$ cat src/rtl/uart_rx_sampler_if.sv
// Signal bundle between the RX FSM and the oversampling/majority-vote sampler.
interface uart_rx_sampler_if;
  logic       rx_in;
  logic [5:0] prescale;
  logic       par_en;
  logic       cnt_en;
  logic       samp_en;
  logic [5:0] edge_count;
  logic [3:0] bit_count;
  logic       sampled_bit;
  logic       sample_valid;
  logic       frame_done;
  logic       prescale_err;

  modport master (
    output rx_in, prescale, par_en, cnt_en, samp_en,
    input  edge_count, bit_count, sampled_bit, sample_valid, frame_done, prescale_err
  );

  modport slave (
    input  rx_in, prescale, par_en, cnt_en, samp_en,
    output edge_count, bit_count, sampled_bit, sample_valid, frame_done, prescale_err
  );
endinterface

$ cat src/rtl/uart_rx_sampler.sv
// UART receive oversampler: edge/bit counters plus 3-point majority vote at mid-bit.
module uart_rx_sampler (
  input logic              clk,
  input logic              rst,
  uart_rx_sampler_if.slave bus
);
  logic       prescale_bad;
  logic [5:0] p_eff, p_last, samp_a, samp_b, samp_c;
  logic       wrap, last_bit;

  logic [5:0] edge_q, edge_d;
  logic [3:0] bit_q, bit_d;
  logic       len11_q, len11_d;
  logic       done_q, done_d;
  logic       err_q;
  logic       s0_q, s1_q, s2_q;
  logic       got0_q, got1_q;
  logic       sbit_q, valid_q;

  always_comb begin
    prescale_bad = !((bus.prescale == 6'd8) || (bus.prescale == 6'd16) ||
                     (bus.prescale == 6'd32));
    p_eff  = prescale_bad ? 6'd8 : bus.prescale;
    p_last = p_eff - 6'd1;
    samp_c = p_eff >> 1;
    samp_b = samp_c - 6'd1;
    samp_a = samp_c - 6'd2;
    // ">=" lets a mid-frame shrink of P wrap immediately
    wrap     = (edge_q >= p_last);
    last_bit = (bit_q == (len11_q ? 4'd11 : 4'd10));

    edge_d  = edge_q + 6'd1;
    bit_d   = bit_q;
    len11_d = len11_q;
    done_d  = 1'b0;
    if (!bus.cnt_en) begin
      edge_d  = '0;
      bit_d   = 4'd1;
      len11_d = bus.par_en;
    end else if (wrap) begin
      edge_d = '0;
      if (last_bit) begin
        bit_d   = 4'd1;
        len11_d = bus.par_en;
        done_d  = 1'b1;
      end else begin
        bit_d = bit_q + 4'd1;
      end
    end
  end

  always_ff @(posedge clk) begin
    if (!rst) begin
      edge_q  <= '0;
      bit_q   <= '0;
      len11_q <= 1'b0;
      done_q  <= 1'b0;
      err_q   <= 1'b0;
      s0_q    <= 1'b0;
      s1_q    <= 1'b0;
      s2_q    <= 1'b0;
      got0_q  <= 1'b0;
      got1_q  <= 1'b0;
      sbit_q  <= 1'b0;
      valid_q <= 1'b0;
    end else begin
      edge_q  <= edge_d;
      bit_q   <= bit_d;
      len11_q <= len11_d;
      done_q  <= done_d;
      err_q   <= prescale_bad;
      valid_q <= 1'b0;
      // got flags chain so a vote needs all three samples from this bit
      if (!bus.cnt_en || wrap) begin
        got0_q <= 1'b0;
        got1_q <= 1'b0;
      end else if (bus.samp_en) begin
        if (edge_q == samp_a) begin
          s0_q   <= bus.rx_in;
          got0_q <= 1'b1;
        end
        if (edge_q == samp_b) begin
          s1_q   <= bus.rx_in;
          got1_q <= got0_q;
        end
        if (edge_q == samp_c) begin
          s2_q <= bus.rx_in;
          if (got0_q && got1_q) begin
            sbit_q  <= (s0_q & s1_q) | (s0_q & bus.rx_in) | (s1_q & bus.rx_in);
            valid_q <= 1'b1;
          end
        end
      end
    end
  end

  assign bus.edge_count   = edge_q;
  assign bus.bit_count    = bit_q;
  assign bus.sampled_bit  = sbit_q;
  assign bus.sample_valid = valid_q;
  assign bus.frame_done   = done_q;
  assign bus.prescale_err = err_q;
endmodule

$ cat src/flat_wrapper.sv
// flat-port wrapper written by rule: the top's interface ports become plain ports
module uart_rx_sampler_flat 
  (clk, rst, bus_rx_in, bus_prescale, bus_par_en, bus_cnt_en, bus_samp_en, bus_edge_count, bus_bit_count, bus_sampled_bit, bus_sample_valid, bus_frame_done, bus_prescale_err);
  uart_rx_sampler_if bus_i ();
  input logic clk;
  input logic rst;
  input wire logic [$bits(bus_i.rx_in)-1:0] bus_rx_in;
  input wire logic [$bits(bus_i.prescale)-1:0] bus_prescale;
  input wire logic [$bits(bus_i.par_en)-1:0] bus_par_en;
  input wire logic [$bits(bus_i.cnt_en)-1:0] bus_cnt_en;
  input wire logic [$bits(bus_i.samp_en)-1:0] bus_samp_en;
  output wire logic [$bits(bus_i.edge_count)-1:0] bus_edge_count;
  output wire logic [$bits(bus_i.bit_count)-1:0] bus_bit_count;
  output wire logic [$bits(bus_i.sampled_bit)-1:0] bus_sampled_bit;
  output wire logic [$bits(bus_i.sample_valid)-1:0] bus_sample_valid;
  output wire logic [$bits(bus_i.frame_done)-1:0] bus_frame_done;
  output wire logic [$bits(bus_i.prescale_err)-1:0] bus_prescale_err;
  assign bus_i.rx_in = bus_rx_in;
  assign bus_i.prescale = bus_prescale;
  assign bus_i.par_en = bus_par_en;
  assign bus_i.cnt_en = bus_cnt_en;
  assign bus_i.samp_en = bus_samp_en;
  assign bus_edge_count = bus_i.edge_count;
  assign bus_bit_count = bus_i.bit_count;
  assign bus_sampled_bit = bus_i.sampled_bit;
  assign bus_sample_valid = bus_i.sample_valid;
  assign bus_frame_done = bus_i.frame_done;
  assign bus_prescale_err = bus_i.prescale_err;
  uart_rx_sampler u_core (.clk(clk), .rst(rst), .bus(bus_i));
endmodule
$ cat config.mk
export PLATFORM = sky130hd
export DESIGN_NAME = uart_rx_sampler_flat
export DESIGN_NICKNAME = d
export VERILOG_FILES = /design/src/rtl/uart_rx_sampler_if.sv /design/src/rtl/uart_rx_sampler.sv /design/src/flat_wrapper.sv
export SDC_FILE = /design/constraint.sdc
export NUM_CORES = 1
export LEC_CHECK = 0
export BUFFER_PORTS_ARGS = -buffer_cell sky130_fd_sc_hd__buf_2
export CAP_MARGIN = 10
export CORE_MARGIN = 3
export CORE_UTILIZATION = 40
export CTS_BUF_LIST = sky130_fd_sc_hd__clkbuf_16
export CTS_CLUSTER_DIAMETER = 60
export DETAILED_ROUTE_END_ITERATION = 16
export SETUP_SLACK_MARGIN = 0.4
export SYNTH_ARGS = -nofsm -noshare
export SYNTH_HDL_FRONTEND = slang
export SYNTH_SLANG_ARGS = --single-unit
$ cat constraint.sdc
create_clock -name clk -period 3.3 [get_ports clk]
set_input_delay 0 -clock clk [delete_from_list [all_inputs] [get_ports clk]]
set_output_delay 0 -clock clk [all_outputs]
set_load 0.03 [all_outputs]
==> Implementation_results.wiki, run 1 <==
{| class="wikitable"
! Metric !! Value
|-
| Outcome || completed
|-
| Share of synthesized area occupied by flip-flops and latches || 0.299
|-
| R2R Path End || u_core.bus.sampled_bit
|-
| Highest metal layer used by the detailed router || met4
|-
| Cells along the critical path || buf_2, nor4_2, nand2_1, inv_1, ha_1, nand2_1, xnor2_1, ha_1, a21o_1, a21oi_1, o21ai_2, nor4_4, mux2i_1, nor2_1
|-
| Number of distinct standard cells referenced by the synthesized netlist || 42
|-
| Overall routed net length || 2900 µm
|-
| Mean routed wirelength per cell || 12.7 µm
|-
| Placement Setup Slack || 0.283 ns
|-
| Total half-perimeter wirelength after legalization and detailed placement || 2290 µm
|-
| Via count of the first global-routing pass || 1107
|-
| Via Count || about 1200
|-
| Clock latency of the later-clocked register in the worst-skew pair || 0.25 ns
|-
| Post-route cell area || about 1600 µm²
|-
| Critical path arrival || 2.68 ns
|-
| Share of flip-flops with an asynchronous set or reset || 0
|-
| Buffer cell driving the clock tree root || clkbuf_16
|-
| Filler Cell Count || 297
|-
| Final RePlAce weighted congestion || 0.791
|-
| Wire length on met1 || 1260 µm
|-
| Violation count after the first detailed-route iteration || 34
|-
| Postcts setup bufs || 0
|-
| Internal portion of total power || 425 µW
|-
| Number of max-slew violations in the final report || 0
|-
| Clk slew on worst S/H paths || roughly 0.050 ns
|-
| Number of buffers inserted during clock tree synthesis || 3
|-
| Pleak || a little under 0.7 nW
|-
| Max Clock Freq || roughly 0.39 GHz
|-
| Count of warnings emitted by yosys || 0
|-
| Most instantiated flip-flop cell in the synthesis netlist || dfxtp_1
|-
| ANT nets after route || 0
|-
| Effective utilization at floorplan || 0.438
|-
| Worst reg2reg setup slack || 1.16 ns
|-
| Average size of a mapped cell || just over 8 µm²
|-
| H-tree levels || 1
|-
| Area of the placeable core || just under 3000 µm²
|-
| Fin nets || 211
|-
| Cell type of the slowest stage on the worst timing path || nor4_2
|-
| Instance area after placement || 1460 µm²
|-
| Class of the worst hold path || in -> reg
|-
| Most common library cells after synthesis || dfxtp_1 (19), nor2_1 (18), nand2_1 (15), ha_1 (11), nand3_1 (10)
|-
| Fraction of synthesized cell area taken by the top area cell type || 0.299
|-
| Pin count of the biggest net entering global routing || 12
|-
| IR Drop Worst-Case VDD || about 0.30 mV
|-
| Detail Route met3 WL || approximately 140 µm
|-
| Cell type with the highest aggregate area in the netlist || dfxtp_1
|-
| Mapped Area || about 1300 µm²
|-
| Library cell with the highest instance count after synthesis || dfxtp_1
|-
| Stage delay of the slowest cell on the critical path || 0.37 ns
|-
| Area Overhead vs Synth || 23.1%
|-
| Proportion of layout cells with a drive suffix above 1 || 0.182
|-
| Type of element capturing the critical path || flop
|-
| Cell count of the worst reg-to-reg path || 8
|-
| Worst setup SP type || primary input
|-
| TritonCTS Sinks || 19
|-
| Drt first pass iters || 4
|-
| Portion of the clock cycle consumed by the worst path in the final layout || 0.770
|-
| Global-route congestion overflow total || 0
|-
| Launch instance of the worst register-to-register path || u_core.bus.edge_count[0]
|-
| Clock period minus final worst setup slack || approximately 2.5 ns
|-
| Worst Hold Slack || approximately 0.048 ns
|-
| Fraction of power spent switching nets || 0.240
|-
| Rows || 19
|-
| Delay-heaviest family, CP || simple AND/OR/NAND/NOR gates
|-
| Worst-case clock skew || 0.00271 ns
|-
| CP bufs+invs || 2
|-
| Initial antenna violation count || 0
|-
| First-pass GRT wire length || between 5000 and 6000 µm
|-
| Count of pins on the block boundary || 26
|-
| Synth Register Bits || 19
|-
| Count of flip-flops with a built-in enable after synthesis || 0
|-
| Number of instances in the synthesized netlist || approximately 150
|-
| Slack of the critical path || ~0.76 ns
|-
| Total negative slack for setup checks || 0 ns
|-
| Critical Path Sink || u_core.bus.sampled_bit
|-
| Cell Pwr Density || 357 nW/µm²
|-
| Die X-Extent || 62.4 µm
|-
| Proportion of power drawn by flip-flops and latches || 0.428
|-
| Final setup vio count || 0
|-
| Clock tree from TritonCTS || built
|-
| Total count of hold-check failures in the final report || 0
|-
| Port Buffers || 25
|-
| Clock power frac || 0.432
|-
| Setup repair after global routing missed its margin || no
|-
| Critical path launch point || bus_prescale[1]
|-
| Diode count || 0
|-
| Stages on the worst setup path || 14
|-
| Leading post-synthesis cells by cell area || dfxtp_1 (30%), ha_1 (11%), nor2_1 (5.3%)
|-
| Startpoint of the tightest hold check path || bus_rx_in
|-
| DIE HEIGHT || around 62 µm
|-
| Post-route DRC violation count || 0
|-
| Relative contribution of combinational cells to total power || 0.140
|-
| Total GRT Usage || 0.159
|-
| Setup CP Type || in -> reg
|-
| DR WL met2 || approximately 1400 µm
|-
| Total die area || around 4000 µm²
|-
| Highest fanout seen on the critical path || 8
|-
| Share of the core filled with cells || 0.540
|-
| Number of violations of the max-capacitance limit || 0
|-
| Switching component of the power || ~130 µW
|-
| Per-cell via count in the routed design || about 5.2
|-
| Maximum clock insertion buffer count || 2
|-
| Data required time of the critical path || around 3.4 ns
|}
==> worst min-delay path by stage <==
stage	depth (start not counted)	to
global placement	3	u_core.len11_q
global route	3	u_core.s0_q
finish	3	u_core.s0_q
floorplan	1	u_core.bus.bit_count[0]
detailed placement	3	u_core.len11_q
CTS	3	u_core.s0_q
==> per-layer routing <==
layer,up-vias,track usage
met1,544,0.199
met3,8,0.0486
met2,25,0.262
met5,-,0
met4,0,0.0523
li1,615,-
==> power by group through the flow <==
stage | registers, mW | clock network (mW) | logic (mW)
floorplan | 0.250 | 0 | 0.0445
global placement | 0.244 | 0 | 0.0729
detailed placement | 0.245 | 0 | 0.0749
CTS | 0.240 | 0.247 | 0.0768
global route | 0.240 | 0.264 | 0.0885
finish | 0.240 | 0.241 | 0.0785
==> registers in the layout (all words and copies together) (netlist names) <==
signal / count
u_core.bus.sampled_bit: 1
u_core.got0_q: 1
u_core.s1_q: 1
u_core.bus.frame_done: 1
u_core.bus.prescale_err: 1
u_core.bus.edge_count: 6
u_core.len11_q: 1
u_core.bus.bit_count: 4
u_core.bus.sample_valid: 1
u_core.got1_q: 1
u_core.s0_q: 1
==> worst register-to-register path: stages, from the launching register on <==
cell and delay, ns:
dfxtp_1 0.37, inv_1 0.15, ha_1 0.24, nand2b_1 0.13, a31oi_1 0.34, o21ai_2 0.21, nor4_4 0.31, mux2i_1 0.22
nor2_1 0.05
==> layout make-up <==
type / instances / area (µm²) / area share
inverters: 7 / 26.3 / 0.0168
repair buffers: 27 / 145 / 0.0927
multi-input cells: 130 / 882 / 0.564
well taps: 42 / 52.6 / 0.0336
clock buffers: 3 / 75.1 / 0.0480
flip-flops and latches: 19 / 380 / 0.243
clock inverters: 1 / 3.75 / 0.00240
==> repair_timing <==
action / CTS / global route
hold endpoints to repair: 2 / 0
hold buffers: 2 / 0
gates resized for setup: 0 / 2
setup endpoints to repair: 0 / 1
==> placed cells by master, fill, tap and decap left out, types with 2 or more instances in the layout <==
| cell type | netlist | layout |
|---|---|---|
| xor2_1 | 4 | 4 |
| nor4_4 | 2 | 2 |
| xnor2_1 | 7 | 7 |
| mux2i_1 | 4 | 4 |
| nor2b_1 | 2 | 2 |
| nor2_1 | 18 | 18 |
| o21ai_1 | 5 | 4 |
| and3_1 | 2 | 2 |
| conb_1 | 1 | 6 |
| nand4_1 | 2 | 2 |
| nand4b_1 | 2 | 2 |
| inv_1 | 7 | 8 |
| nand2b_1 | 2 | 2 |
| dlygate4sd3_1 | 0 | 2 |
| ha_1 | 11 | 11 |
| nand2_1 | 15 | 15 |
| or4_1 | 2 | 2 |
| nor4b_1 | 2 | 2 |
| clkbuf_16 | 0 | 3 |
| nand3_1 | 10 | 10 |
| dfxtp_1 | 19 | 19 |
| buf_2 | 0 | 25 |
| a21oi_1 | 7 | 7 |
| a21o_1 | 2 | 2 |
| nor3_1 | 5 | 5 |
==> stage by stage <==
step / power, mW / cells
finish: 0.560 / 229
global route: 0.593 / 229
CTS: 0.564 / 229
detailed placement: 0.319 / 223
global placement: 0.317 / 223
floorplan: 0.294 / 159
==> cells by family after synthesis <==
group / count (synthesis) / share of synthesized area
AND/OR/NAND/NOR: 72 / 0.318
AO/OA/AOI/OAI: 25 / 0.127
other: 1 / 0.00295
flip-flops: 19 / 0.299
adder cells (fa/ha/maj): 12 / 0.116
XOR/XNOR: 11 / 0.0758
multiplexers: 4 / 0.0315
buffers and inverters: 10 / 0.0295
(Power assumes the default switching activity.)
==> run 2, diff against run 1 <==
- ABC_AREA: unset -> 1
- clock period: 3.3 -> 2.45 ns (I/O delays scaled with it)
==> Implementation_results.wiki, run 2 <==
{| class="wikitable"
! Metric !! Value
|-
| Outcome || completed
|-
| First-pass GRT wire length || 5570 µm
|-
| Total GRT Usage || 0.168
|-
| Setup repair after global routing missed its margin || yes
|-
| Total die area || about 4200 µm²
|-
| Share of synthesized area occupied by flip-flops and latches || 0.278
|-
| Rows || 20
|-
| TritonCTS Sinks || 19
|-
| Most frequent cells in the layout || nand2_1 (26), inv_1 (25), buf_2 (23), nor2_1 (20), dfxtp_1 (19)
|-
| Placement Setup Slack || 0.0686 ns
|-
| Post-layout power || around 800 µW
|-
| H-tree levels || 1
|-
| Per-cell via count in the routed design || around 4.7
|-
| Cell count of the worst reg-to-reg path || 10
|-
| Most instantiated flip-flop cell in the synthesis netlist || dfxtp_1
|-
| Via Count || between 1000 and 1500
|-
| Critical path launch point || bus_prescale[2]
|-
| Global-route congestion overflow total || 0
|-
| Cell depth of the worst hold path || 3
|-
| Post-route cell area || roughly 1800 µm²
|-
| Cell Pwr Density || ~440 nW/µm²
|-
| Total negative slack for setup checks || 0 ns
|-
| ANT nets after route || 0
|-
| Number of instances in the synthesized netlist || roughly 190
|-
| Highest fanout seen on the critical path || 6
|-
| Met1 GRT Util || 0.219
|-
| Final setup vio count || 0
|-
| Diode count || 0
|-
| Max Clock Freq || 0.524 GHz
|-
| Filler Cell Count || 315
|-
| Via count of the first global-routing pass || roughly 1200
|-
| Clock latency of the later-clocked register in the worst-skew pair || 0.25 ns
|-
| Total count of hold-check failures in the final report || 0
|-
| Die X-Extent || around 64 µm
|-
| Proportion of layout cells with a drive suffix above 1 || 0.347
|-
| Pleak || just under 0.9 nW
|-
| Setup CP Type || in -> reg
|-
| Drt first pass iters || 4
|-
| Number of distinct standard cells referenced by the synthesized netlist || 32
|-
| Type of element capturing the critical path || flop
|-
| Count of flip-flops with a built-in enable after synthesis || 0
|-
| Final RePlAce weighted congestion || 0.830
|-
| Critical Path Sink || u_core.bus.sampled_bit
|-
| Fraction of synthesized cell area taken by the top area cell type || 0.278
|-
| Number of buffers inserted during clock tree synthesis || 3
|-
| Pin count of the biggest net entering global routing || 12
|-
| Maximum clock insertion buffer count || 2
|-
| R2R Path End || u_core.bus.bit_count[3]
|-
| Leading post-synthesis cells by cell area || dfxtp_1 (28%), ha_1 (10%), nand2_1 (8.0%)
|-
| Class of the worst hold path || in -> reg
|-
| Max FFs per register || 6
|-
| Total half-perimeter wirelength after legalization and detailed placement || 2410 µm
|-
| Number of max-slew violations in the final report || 0
|-
| Post-Place Cells || roughly 260
|-
| Buffer cell driving the clock tree root || clkbuf_16
|-
| Data required time of the critical path || between 2 and 3 ns
|-
| Average size of a mapped cell || around 7.3 µm²
|-
| Area of the placeable core || around 3200 µm²
|-
| Area Overhead vs Synth || 32.6%
|-
| Filler-free cell count of the finished design || 280
|-
| Worst setup SP type || primary input
|-
| Met3 track demand over resource in global routing || 0.0295
|-
| Initial antenna violation count || 0
|-
| Multi-input gate area in the final layout || 933 µm²
|-
| Fraction of met2 tracks used by global routing || 0.271
|-
| Clock period minus final worst setup slack || roughly 1.9 ns
|-
| DIE HEIGHT || between 60 and 70 µm
|-
| Cell type with the highest aggregate area in the netlist || dfxtp_1
|-
| Port Buffers || 25
|-
| Violation count after the first detailed-route iteration || 38
|-
| Synth Register Bits || 19
|-
| GR peak layer || met2
|-
| Post-route DRC violation count || 0
|-
| Critical path arrival || about 2.1 ns
|-
| Share of flip-flops with an asynchronous set or reset || 0
|-
| Portion of the clock cycle consumed by the worst path in the final layout || 0.779
|-
| Slack of the critical path || ~0.54 ns
|-
| Overall routed net length || between 3000 and 4000 µm
|-
| Relative slew margins || 0.659
|-
| Worst-case clock skew || 0.00340 ns
|-
| Fin nets || 260
|-
| Launch instance of the worst register-to-register path || u_core.bus.edge_count[0]
|-
| Count of warnings emitted by yosys || 0
|-
| Most common library cells after synthesis || nand2_1 (29), inv_1 (26), nor2_1 (22), dfxtp_1 (19), nand3_1 (13)
|-
| Instance area after placement || 1590 µm²
|-
| Effective utilization at floorplan || 0.434
|-
| Leading cell type in the layout, fill and taps excluded || nand2_1
|-
| Clk slew on worst S/H paths || around 0.06 ns
|-
| Sequential cell area || roughly 380 µm²
|-
| Transition time at the pin with the least slew margin || 0.507 ns
|-
| Mapped Area || roughly 1400 µm²
|-
| Library cell with the highest instance count after synthesis || nand2_1
|-
| Number of violations of the max-capacitance limit || 0
|-
| Mean routed wirelength per cell || between 10 and 15 µm
|-
| Worst reg2reg setup slack || about 0.63 ns
|-
| Count of pins on the block boundary || 26
|-
| IR Drop Worst-Case VDD || 0.272 mV
|-
| Clock tree from TritonCTS || built
|}
## run 2: cell types whose count changed after synthesis, moves of 5 or more
cell,before,now
inv_1,7,26
nand2_1,15,29
nand2_2,0,10
nor2_2,0,5
xnor2_1,7,2
## run 2: logic make-up after synthesis
group           synth area share
fa+ha+maj                  0.101
flops                      0.278
buf+inv                   0.0851
compound gates            0.0595
other cells              0.00274
simple gates               0.410
xor+xnor                  0.0640
## run 2: final cells by class
class                   instances  share of cell area
multi-input cells             143               0.515
flip-flops and latches         19               0.210
inverters                      31              0.0669
repair buffers                 39               0.134
clock buffers                   3              0.0414
well taps                      44              0.0304
clock inverters                 1             0.00276
## run 2: how the worst min path moves through the flow
stage | start | to | slack (ns)
3_5_place_dp | rst | u_core.bus.sampled_bit | 0.30
2_1_floorplan | rst | u_core.bus.sampled_bit | 0.12
6_report | rst | u_core.s0_q | 0.04
4_1_cts | rst | u_core.bus.sampled_bit | 0.02
5_1_grt | bus_samp_en | u_core.got0_q | 0.07
3_3_place_gp | rst | u_core.bus.sampled_bit | 0.29
## run 2: worst max-delay path: stages
cell      delay (ns)
buf_6           0.10
nor2_4          0.13
inv_4           0.07
nor2_8          0.11
nand2_4         0.06
inv_4           0.06
ha_4            0.14
nand2_2         0.05
xor2_1          0.13
inv_1           0.06
ha_1            0.30
nand2_2         0.08
nor2_2          0.03
o21ai_1         0.08
nand2_2         0.14
nor2_4          0.16
nand3b_1        0.15
nand2_1         0.10
nand2_1         0.05
nor2_1          0.08
## run 2: routing by layer
metal  routed length (µm)  part of all wire
met1                 1490              0.46
met2                 1550              0.48
met3                  134             0.041
met4                   76             0.023
met5                    0                 0
## run 2: stage by stage
step | utilization | hold WS (ns)
6_report | 0.575 | 0.0361
5_1_grt | 0.575 | 0.0749
4_1_cts | 0.534 | 0.0225
3_5_place_dp | 0.504 | 0.295
3_3_place_gp | 0.504 | 0.290
2_1_floorplan | - | 0.120
## run 2: where the power goes
group          internal (mW)  total [mW]  switching (mW)
Combinational         0.0548       0.133          0.0782
Sequential             0.315       0.323         0.00747
Clock                  0.219       0.344           0.125
## run 2: timing repair
action / CTS / global route
setup buffers: 1 / 11
gates resized for setup: 3 / 13
pin swaps: 1 / 16
setup endpoints to repair: 12 / 17
cloned: 0 / 0
hold buffers: 0 / 0
